$ cat src/rtl/hps_rst_evt_pkg.sv
// Shared types and helpers for the HPS reset-request / STM event controller.
//   req_code_t  : encoding of the reset request kind (also the last_req status code)
//   fsm_state_t : request sequencer states
//   SYNC_STAGES : depth of every asynchronous-input synchroniser
package hps_rst_evt_pkg;

    localparam int SYNC_STAGES = 2;

    typedef enum logic [1:0] {
        REQ_NONE  = 2'd0,
        REQ_COLD  = 2'd1,
        REQ_WARM  = 2'd2,
        REQ_DEBUG = 2'd3
    } req_code_t;

    typedef enum logic [1:0] {
        IDLE    = 2'd0,
        ASSERT  = 2'd1,
        HOLDOFF = 2'd2
    } fsm_state_t;

    // Bit mask {debug, warm, cold} of the request line selected by a code.
    function automatic logic [2:0] req_onehot(input req_code_t code);
        logic [2:0] mask;
        mask = 3'b000;
        case (code)
            REQ_COLD:  mask = 3'b001;
            REQ_WARM:  mask = 3'b010;
            REQ_DEBUG: mask = 3'b100;
            default:   mask = 3'b000;
        endcase
        return mask;
    endfunction

    // 8-bit saturating add of a small increment.
    function automatic logic [7:0] sat_add8(input logic [7:0] value, input logic [1:0] inc);
        logic [8:0] sum;
        sum = {1'b0, value} + {7'd0, inc};
        return sum[8] ? 8'hFF : sum[7:0];
    endfunction

endpackage

$ cat src/rtl/hps_rst_evt_ctrl_sync_debounce.sv
// sync_debounce: synchroniser + debounce counter for one raw request line.
//   clk    : system clock
//   rst_n  : asynchronous active-low reset
//   din    : raw asynchronous request, active-high
//   strobe : one-cycle pulse on each rising edge of the debounced level
// The debounced level only changes after DEBOUNCE_CYCLES consecutive
// synchronised samples disagree with it; any agreeing sample restarts the run.
import hps_rst_evt_pkg::*;

module sync_debounce #(
    parameter int DEBOUNCE_CYCLES = 50000
) (
    input  logic clk,
    input  logic rst_n,
    input  logic din,
    output logic strobe
);

    localparam int CW = $clog2(DEBOUNCE_CYCLES + 1);

    logic [SYNC_STAGES-1:0] sync_reg;
    logic [CW-1:0]          cnt_reg;
    logic                   level_reg;
    logic                   level_d_reg;
    logic                   sample;

    assign sample = sync_reg[SYNC_STAGES-1];

    always_ff @(posedge clk or negedge rst_n) begin
        if (!rst_n) begin
            sync_reg    <= '0;
            cnt_reg     <= '0;
            level_reg   <= 1'b0;
            level_d_reg <= 1'b0;
        end else begin
            sync_reg    <= {sync_reg[SYNC_STAGES-2:0], din};
            level_d_reg <= level_reg;
            if (sample != level_reg) begin
                // The sample that completes the run flips the level, so the
                // counter tops out at DEBOUNCE_CYCLES-1 and never wraps.
                if (cnt_reg == CW'(DEBOUNCE_CYCLES - 1)) begin
                    level_reg <= ~level_reg;
                    cnt_reg   <= '0;
                end else begin
                    cnt_reg <= cnt_reg + CW'(1);
                end
            end else begin
                cnt_reg <= '0;
            end
        end
    end

    assign strobe = level_reg & ~level_d_reg;

endmodule

$ cat src/rtl/hps_rst_evt_ctrl.sv
// hps_rst_evt_ctrl: fabric-side HPS reset-request and STM hardware-event controller.
//   clk_clk               : system clock
//   reset_reset_n         : asynchronous active-low reset
//   h2f_reset_n           : HPS-to-fabric reset (low = HPS held in reset), async
//   req_cold/warm/debug   : raw async reset requests, active-high
//   evt_in                : raw async event lines, rising edge significant
//   f2h_*_reset_req_n     : fixed-length active-low reset requests to the HPS
//   stm_hwevents          : single-cycle event pulses to the HPS STM
//   busy                  : high while a request pulse or its hold-off is running
// Optional build macro HPS_RST_EVT_STATUS_EN adds status outputs:
//   req_cnt_cold/warm/debug (pulses issued), drop_cnt (dropped strobes),
//   last_req (code of the most recent pulse); all 8-bit saturating except last_req.
import hps_rst_evt_pkg::*;

module hps_rst_evt_ctrl #(
    parameter int NUM_EVENTS      = 28,
    parameter int DEBOUNCE_CYCLES = 50000,
    parameter int PULSE_CYCLES    = 16,
    parameter int HOLDOFF_CYCLES  = 1024
) (
    input  logic                  clk_clk,
    input  logic                  reset_reset_n,
    input  logic                  h2f_reset_n,
    input  logic                  req_cold,
    input  logic                  req_warm,
    input  logic                  req_debug,
    input  logic [NUM_EVENTS-1:0] evt_in,
    output logic                  f2h_cold_reset_req_n,
    output logic                  f2h_warm_reset_req_n,
    output logic                  f2h_debug_reset_req_n,
    output logic [NUM_EVENTS-1:0] stm_hwevents,
`ifdef HPS_RST_EVT_STATUS_EN
    output logic [7:0]            req_cnt_cold,
    output logic [7:0]            req_cnt_warm,
    output logic [7:0]            req_cnt_debug,
    output logic [7:0]            drop_cnt,
    output logic [1:0]            last_req,
`endif
    output logic                  busy
);

    localparam int PW = $clog2(PULSE_CYCLES + 1);
    // A zero hold-off still needs a legal (unused) counter width.
    localparam int HW = (HOLDOFF_CYCLES > 0) ? $clog2(HOLDOFF_CYCLES + 1) : 1;

    // ---------------- HPS reset synchroniser ----------------
    logic [SYNC_STAGES-1:0] h2f_sync_reg;
    logic                   h2f_ok;

    always_ff @(posedge clk_clk or negedge reset_reset_n) begin
        if (!reset_reset_n) begin
            h2f_sync_reg <= '0;
        end else begin
            h2f_sync_reg <= {h2f_sync_reg[SYNC_STAGES-2:0], h2f_reset_n};
        end
    end

    assign h2f_ok = h2f_sync_reg[SYNC_STAGES-1];

    // ---------------- request debouncers ----------------
    // Bit 0 = cold, 1 = warm, 2 = debug.
    logic [2:0] req_raw;
    logic [2:0] req_strobe;

    assign req_raw = {req_debug, req_warm, req_cold};

    generate
        for (genvar gi = 0; gi < 3; gi++) begin : g_req
            sync_debounce #(
                .DEBOUNCE_CYCLES(DEBOUNCE_CYCLES)
            ) u_sync_debounce (
                .clk   (clk_clk),
                .rst_n (reset_reset_n),
                .din   (req_raw[gi]),
                .strobe(req_strobe[gi])
            );
        end
    endgenerate

    // ---------------- request sequencer ----------------
    fsm_state_t    state_reg;
    logic [PW-1:0] pulse_cnt_reg;
    logic [HW-1:0] hold_cnt_reg;
    logic [2:0]    req_n_reg;
    req_code_t     winner;
    logic          accept;

    always_comb begin
        winner = REQ_NONE;
        if (req_strobe[0]) begin
            winner = REQ_COLD;
        end else if (req_strobe[1]) begin
            winner = REQ_WARM;
        end else if (req_strobe[2]) begin
            winner = REQ_DEBUG;
        end
    end

    // Strobes are only honoured when idle and the HPS is out of reset;
    // everything else (losers, busy, HPS in reset) is dropped.
    assign accept = (state_reg == IDLE) && (|req_strobe) && h2f_ok;

    always_ff @(posedge clk_clk or negedge reset_reset_n) begin
        if (!reset_reset_n) begin
            state_reg     <= IDLE;
            pulse_cnt_reg <= '0;
            hold_cnt_reg  <= '0;
            req_n_reg     <= 3'b111;
        end else begin
            case (state_reg)
                IDLE: begin
                    if (accept) begin
                        state_reg     <= ASSERT;
                        pulse_cnt_reg <= PW'(PULSE_CYCLES);
                        req_n_reg     <= ~req_onehot(winner);
                    end
                end
                ASSERT: begin
                    // h2f_reset_n is deliberately ignored: a started pulse completes.
                    if (pulse_cnt_reg <= PW'(1)) begin
                        req_n_reg <= 3'b111;
                        if (HOLDOFF_CYCLES == 0) begin
                            state_reg <= IDLE;
                        end else begin
                            state_reg    <= HOLDOFF;
                            hold_cnt_reg <= HW'(HOLDOFF_CYCLES);
                        end
                    end else begin
                        pulse_cnt_reg <= pulse_cnt_reg - PW'(1);
                    end
                end
                HOLDOFF: begin
                    if (hold_cnt_reg <= HW'(1)) begin
                        state_reg <= IDLE;
                    end else begin
                        hold_cnt_reg <= hold_cnt_reg - HW'(1);
                    end
                end
                default: begin
                    state_reg <= IDLE;
                    req_n_reg <= 3'b111;
                end
            endcase
        end
    end

    assign f2h_cold_reset_req_n  = req_n_reg[0];
    assign f2h_warm_reset_req_n  = req_n_reg[1];
    assign f2h_debug_reset_req_n = req_n_reg[2];
    assign busy                  = (state_reg != IDLE);

    // ---------------- STM hardware events ----------------
    generate
        for (genvar gi = 0; gi < NUM_EVENTS; gi++) begin : g_evt
            logic [SYNC_STAGES-1:0] evt_sync_reg;
            logic                   evt_d_reg;
            logic                   evt_pulse_reg;

            always_ff @(posedge clk_clk or negedge reset_reset_n) begin
                if (!reset_reset_n) begin
                    evt_sync_reg  <= '0;
                    evt_d_reg     <= 1'b0;
                    evt_pulse_reg <= 1'b0;
                end else begin
                    evt_sync_reg  <= {evt_sync_reg[SYNC_STAGES-2:0], evt_in[gi]};
                    evt_d_reg     <= evt_sync_reg[SYNC_STAGES-1];
                    // The edge is consumed even while gated, so a line that
                    // stays high across HPS reset release gives no late pulse.
                    evt_pulse_reg <= evt_sync_reg[SYNC_STAGES-1] & ~evt_d_reg & h2f_ok;
                end
            end

            assign stm_hwevents[gi] = evt_pulse_reg;
        end
    endgenerate

`ifdef HPS_RST_EVT_STATUS_EN
    // ---------------- status counters ----------------
    logic [1:0] strobe_cnt;
    logic [1:0] drop_inc;
    logic [7:0] req_cnt_cold_reg;
    logic [7:0] req_cnt_warm_reg;
    logic [7:0] req_cnt_debug_reg;
    logic [7:0] drop_cnt_reg;
    req_code_t  last_req_reg;

    assign strobe_cnt = 2'(req_strobe[0]) + 2'(req_strobe[1]) + 2'(req_strobe[2]);
    assign drop_inc   = strobe_cnt - 2'(accept);

    always_ff @(posedge clk_clk or negedge reset_reset_n) begin
        if (!reset_reset_n) begin
            req_cnt_cold_reg  <= '0;
            req_cnt_warm_reg  <= '0;
            req_cnt_debug_reg <= '0;
            drop_cnt_reg      <= '0;
            last_req_reg      <= REQ_NONE;
        end else begin
            drop_cnt_reg <= sat_add8(drop_cnt_reg, drop_inc);
            if (accept) begin
                last_req_reg <= winner;
                case (winner)
                    REQ_COLD:  req_cnt_cold_reg  <= sat_add8(req_cnt_cold_reg, 2'd1);
                    REQ_WARM:  req_cnt_warm_reg  <= sat_add8(req_cnt_warm_reg, 2'd1);
                    REQ_DEBUG: req_cnt_debug_reg <= sat_add8(req_cnt_debug_reg, 2'd1);
                    default: ;
                endcase
            end
        end
    end

    assign req_cnt_cold  = req_cnt_cold_reg;
    assign req_cnt_warm  = req_cnt_warm_reg;
    assign req_cnt_debug = req_cnt_debug_reg;
    assign drop_cnt      = drop_cnt_reg;
    assign last_req      = last_req_reg;
`endif

endmodule
$ cat config.mk
export PLATFORM = sky130hd
export DESIGN_NAME = hps_rst_evt_ctrl
export DESIGN_NICKNAME = d
export VERILOG_FILES = /design/src/rtl/hps_rst_evt_pkg.sv /design/src/rtl/hps_rst_evt_ctrl_sync_debounce.sv /design/src/rtl/hps_rst_evt_ctrl.sv
export SDC_FILE = /design/constraint.sdc
export NUM_CORES = 1
export LEC_CHECK = 0
export ABC_AREA = 1
export CAP_MARGIN = 20
export CORE_ASPECT_RATIO = 0.6
export CORE_UTILIZATION = 40
export CTS_CLUSTER_DIAMETER = 100
export DETAILED_ROUTE_END_ITERATION = 10
export PLACE_DENSITY = 0.6
export SYNTH_ARGS = -nofsm -noshare
export SYNTH_HDL_FRONTEND = slang
export SYNTH_SLANG_ARGS = --single-unit
$ cat constraint.sdc
create_clock -name clk_clk -period 2.75 [get_ports clk_clk]
set_input_delay 0.4125 -clock clk_clk [delete_from_list [all_inputs] [get_ports clk_clk]]
set_output_delay 0.4125 -clock clk_clk [all_outputs]
set_load 0.05 [all_outputs]
==> run metrics, run 1 <==
Inserted Diodes=0; worst slew pin tran=0.616 ns; cts bufs inserted=17; crit path from=state_reg[0]$_DFFE_PN0P_; asr flop ratio synth=between 90% and 100%; RSZ-0062 raised after global routing=false; initial DRC count=~500; Worst VDD drop=around 370 µV; Sequential Area=about 4900 µm²; gpl congestion=about 0.88; most common cell after layout, fill and taps aside=dfrtp_1; I/O pin count=66; CP Max Fanout=4; syn avg cell area=around 10 µm²; fraction of power consumed by sequential logic=52.4%; placed insts=roughly 1000; slew margin rel.=58.6%; Via density=roughly 4.5; largest net degree at the start of global routing=65; switching share of power=24.9%; Setup CP Type=flop to output port; syn_nets=approximately 810; Required @ worst endpoint=between 2 and 2.5 ns; sequential area share after synthesis=a little under two thirds; overall routed net length=~14000 µm; DRC=0; Mapped Area=roughly 7700 µm²; GRT overflow=0; post-cts sizing count=0; vias in the first global route=roughly 4400; post-synth cell types=32; Avg WL per Cell=around 13 µm; fin. max-slew vios=0; initial core utilization=41.6%; Synth Instances=767; CORE AREA=roughly 18000 µm²; max FFs per register=56; DP HPWL=about 9500 µm; Clock Power Share=a little over two fifths; clk buf depth=2; CP startpoint kind=flop; Pleak=0.00416 µW; Final TNS setup=0 ns; status=completed; hold wc startpoint=g_evt[13].evt_sync_reg[0]$_DFF_PN0_; 1st-pass router iterations=5; Die Span Y=between 100 and 150 µm; switching power total=approximately 1400 µW; Clock Skew=0.0169 ns; post-layout min period=~2.3 ns; die area=approximately 20000 µm²; # rows=38; Yosys warning total=0; internal power=about 4300 µW; # clock sinks=195; Final ANT Viol Nets=0; layout cell share with drive strength beyond 1=8.75%; Logic pwr share=about 4.6%; setup violators final=0; Multi-input gate area=2230 µm²; Post-synth EDFFs=0; vias=4867; final period utilization=85.3%; first-pass GRT wire length=approximately 23000 µm; Final #Nets=862; Max Freq=roughly 430 MHz; clk_lat worst skew=around 0.44 ns; Tot GR Track Use=between 15 and 20%; H-tree Lvls=4; Hold Vio Cnt, Final=0; crit end category=output port; area delta synth->final=17.9%; worst r2r src=pulse_cnt_reg[1]$_DFFE_PN0P_; Cell Pwr Density=about 630 nW/µm²; initial antenna violation count=1; Max Cap Violations=0; top cells by area, synth=dfrtp_1 63%, nand2_1 7.2%, nor2_1 6.2%; hold crit path type=flop to flop; clock root buffer=clkbuf_16; CTS clock-pin slew for the worst setup and hold paths=around 0.080 ns; Die W=approximately 180 µm; WP data arrival=1.93 ns; Synth area leader=dfrtp_1; TritonCTS clock tree=done; flops & latches, synth=~200; final cell count without fillers=around 1100; Synth top area share=between 60% and 70%; Synth Flop Type=dfrtp_1; fill count=about 1700; # port buffers=65; commonest non-fill, non-tap cells in the layout=192 x dfrtp_1, 148 x nand2_1, 127 x nor2_1, 74 x inv_1, 64 x clkdlybuf4s50_1
## layer usage
layer,wire length (µm),track usage (%)
met1,7810,25.0
met2,5150,19.5
met3,618,4.24
met4,154,5.68
met5,13,0
## worst paths after layout
kind	cells past startpoint	end	slack [ns]
worst max-delay path	3	busy	0.40
worst min-delay path	0	g_evt[13].evt_sync_reg[1]$_DFF_PN0_	0.34
worst max register to register	8	hold_cnt_reg[5]$_DFFE_PN0P_	1.03
worst min register to register	0	g_evt[13].evt_sync_reg[1]$_DFF_PN0_	0.34
max in group asynchronous	3	g_evt[24].evt_d_reg$_DFF_PN0_	1.47
min in group asynchronous	2	g_evt[1].evt_pulse_reg$_DFF_PN0_	0.52
## repair_timing
| action | 4_1_cts | 5_1_grt |
|---|---|---|
| hold buffers | 1 | 0 |
| setup buffers | 0 | 0 |
| endpoints found under the hold margin | 61 | 0 |
## cell usage after synthesis (all sizes together), types with 3 or more instances
cell   instances
dfstp          3
nor3          35
xor2          15
o21ai         13
inv           77
nor4           4
nand3         56
nor2         135
dfrtp        192
nand4         11
ha             7
nor3b          3
a21oi          7
xnor2          7
nand2        164
buf           34
## cell type report
cell class | instances | area share [%]
multi-input cells | 460 | 24.6
flip-flops and latches | 195 | 54.1
well taps | 240 | 3.32
clock buffers | 17 | 4.71
clock inverters | 15 | 2.11
inverters | 77 | 3.20
repair buffers | 70 | 7.96
## critical path, cell delays in order, from the launching register on
cell             delay, ns
dfrtp_1               0.43
nor2_1                0.23
inv_1                 0.12
clkdlybuf4s50_1       0.71
## cell families (layout without fill, tap and decap cells)
kind of cell / count (synthesis) / after routing / share of synthesized area, %
adders and majority gates: 7 / 7 / 1.14
xor gates and xnor gates: 22 / 22 / 2.51
buffers and inverters: 112 / 179 / 7.23
DFF: 195 / 195 / 63.7
AOI/OAI and AO/OA: 23 / 23 / 1.60
and+or+nand+nor: 408 / 408 / 23.8
## power by group through the flow
stage / Clock [µW] / Combinational, µW / Sequential (µW)
2_1_floorplan: 0 / 131 / 3040
3_3_place_gp: 0 / 268 / 3050
3_5_place_dp: 0 / 269 / 3050
4_1_cts: 2540 / 272 / 3000
5_1_grt: 2660 / 293 / 3010
6_report: 2460 / 263 / 2990
## through the flow
stage               utilization, %  hold slack (ns)  instance area (µm²)  setup WS, ns  total power [µW]
CTS                           49.1            0.349                 9030         0.388              5810
floorplan                        -            0.117                 7660          1.36              3170
finish                        49.1            0.344                 9030         0.404              5710
global placement              45.7            0.331                 8410         0.908              3320
detailed placement            45.7            0.335                 8410         0.880              3320
global route                  49.1            0.357                 9030         0.313              5950
Power figures use the tool's default switching activity.
==> inputs of run 2 (changes only) <==
==> constraint.sdc (replaced) <==
create_clock -name clk_clk -period 2.75 [get_ports clk_clk]
set_input_delay 0.55 -clock clk_clk [delete_from_list [all_inputs] [get_ports clk_clk]]
set_output_delay 0.55 -clock clk_clk [all_outputs]
set_load 0.05 [all_outputs]
==> run metrics, run 2 (synthesis results as in run 1) <==
Cell Pwr Density=641 nW/µm² (+1.4%); R2R depth=8 (unchanged); most common cell after layout, fill and taps aside=dfrtp_1; DRC=0 (unchanged); layout cell share with drive strength beyond 1=8.98% (+0.23 points); GRT met2 Usage=19.0% (-0.47 points); routing usage on met3=4.64% (+0.40 points); CTS clock-pin slew for the worst setup and hold paths=0.08 ns (about the same); CP startpoint kind=flop; worst path cell trace=nor2_1 -> inv_1 -> clkdlybuf4s50_1; vias in the first global route=4408 (+0.34%); slowest cell on the critical path=clkdlybuf4s50_1; Largest delay share family, worst path=buffers and inverters; setup violators final=0 (unchanged); cts bufs inserted=17 (unchanged); busiest layer in global routing=met1; largest net degree at the start of global routing=81 (+25%); Post-CTS Setup Bufs=0 (unchanged); slew margin rel.=57.9% (-0.71 points); Pleak=0.00417 µW (+0.38%); I/O pin count=66 (unchanged); commonest non-fill, non-tap cells in the layout=192 x dfrtp_1, 148 x nand2_1, 127 x nor2_1, 74 x inv_1, 64 x clkdlybuf4s50_1; Max Cap Violations=0 (unchanged); 1st-pass router iterations=5 (unchanged); CP Buf/Inv Count=2 (unchanged); Max Freq=404 MHz (-5.2%); Hold Vio Cnt, Final=0 (unchanged); slowest stage delay, CP=0.71 ns (about the same); Tot GR Track Use=15.1% (-0.51 points); overall routed net length=13600 µm (-1.3%); first-pass GRT wire length=22900 µm (-2.3%); clk buf depth=2 (unchanged); CP Max Fanout=4 (unchanged); initial DRC count=486 (-3.4%); hold crit path type=input pin to asynchronous set/reset pin; initial core utilization=41.6% (unchanged); Die Span Y=109 µm (unchanged); DP HPWL=9270 µm (-2.8%); status=completed; # port buffers=65 (unchanged); die area=19700 µm² (unchanged); post-cts sizing count=0 (unchanged); fin area=9050 µm² (+0.24%); vias=4819 (-0.99%); GRT overflow=0 (unchanged); final period utilization=90.0% (+4.7 points); H-tree Lvls=4 (unchanged); Hold-fix buffers, CTS=0 (-1); clk_lat worst skew=0.43 ns (about the same); Final ANT Viol Nets=0 (unchanged); Final #Nets=863 (+0.12%); Via density=4.48 (-1.1%); post-layout min period=2.48 ns (+0.130 ns); WP data arrival=1.93 ns (about the same); # clock sinks=195 (unchanged); Worst VDD drop=435 µV (+17%); register-to-register setup slack=1.03 ns (about the same); CORE AREA=18400 µm² (unchanged); area of placed instances=8420 µm² (+0.18%); Clock Skew=0.0178 ns (+0.000906 ns); Die W=181 µm (unchanged); gpl congestion=0.875 (-0.28%); reg2reg end=g_req[0].u_sync_debounce.cnt_reg[15]$_DFF_PN0_; Final TNS setup=0 ns (unchanged); # rows=38 (unchanged); GR Util met1=24.3% (-0.71 points); area delta synth->final=18.2%; max FFs per register=56 (unchanged); worst slew pin tran=0.631 ns (+0.0151 ns); fin. max-slew vios=0 (unchanged); worst r2r src=g_req[0].u_sync_debounce.cnt_reg[0]$_DFF_PN0_; RSZ-0062 raised after global routing=false; initial antenna violation count=0 (-1); Setup CP Type=flop to output port; Inserted Diodes=0 (unchanged); Avg WL per Cell=12.6 µm (-1.4%); clock root buffer=clkbuf_16; crit end category=output port; Required @ worst endpoint=2.20 ns (-0.14 ns); TritonCTS clock tree=done
run 2: worst max-delay path by stage:
stage | startpoint | end | slack [ns] | cells after the start
floorplan | state_reg[0]$_DFFE_PN0P_ | busy | 1.34 | 2
global placement | state_reg[0]$_DFFE_PN0P_ | busy | 0.75 | 3
detailed placement | state_reg[0]$_DFFE_PN0P_ | busy | 0.76 | 3
CTS | state_reg[0]$_DFFE_PN0P_ | busy | 0.28 | 3
global route | state_reg[0]$_DFFE_PN0P_ | busy | 0.21 | 3
finish | state_reg[0]$_DFFE_PN0P_ | busy | 0.27 | 3
run 2: final cells by class:
class / instances / area, µm²
Fill cell: 1720 / 9350
Inverter: 77 / 289
Clock inverter: 14 / 193
Multi-Input combinational cell: 460 / 2230
Clock buffer: 18 / 439
Timing Repair Buffer: 71 / 724
Tap cell: 240 / 300
Sequential cell: 195 / 4880
run 2: per-stage QoR:
step	util, %	std cells	setup WS (ns)	power, µW	hold slack [ns]
6_report	49.2	1075	0.274	5800	0.141
5_1_grt	49.2	1075	0.207	6040	0.174
4_1_cts	49.2	1075	0.276	5900	0.152
3_5_place_dp	45.8	1043	0.756	3320	0.335
3_3_place_gp	45.8	1043	0.746	3320	0.331
2_1_floorplan	-	767	1.34	3170	0.254
run 2: metal layers:
layer	share of wire (%)	vias up
li1	-	2500
met4	0.65	0
met3	4.3	9
met5	0	-
met2	37	91
met1	58	2219
run 2: power by group:
part / switching, µW / internal, µW / leakage, µW
logic: 168 / 97.0 / 0.00139
clock network: 1260 / 1280 / 0.000305
registers: 33.9 / 2960 / 0.00248
total: 1460 / 4340 / 0.00417
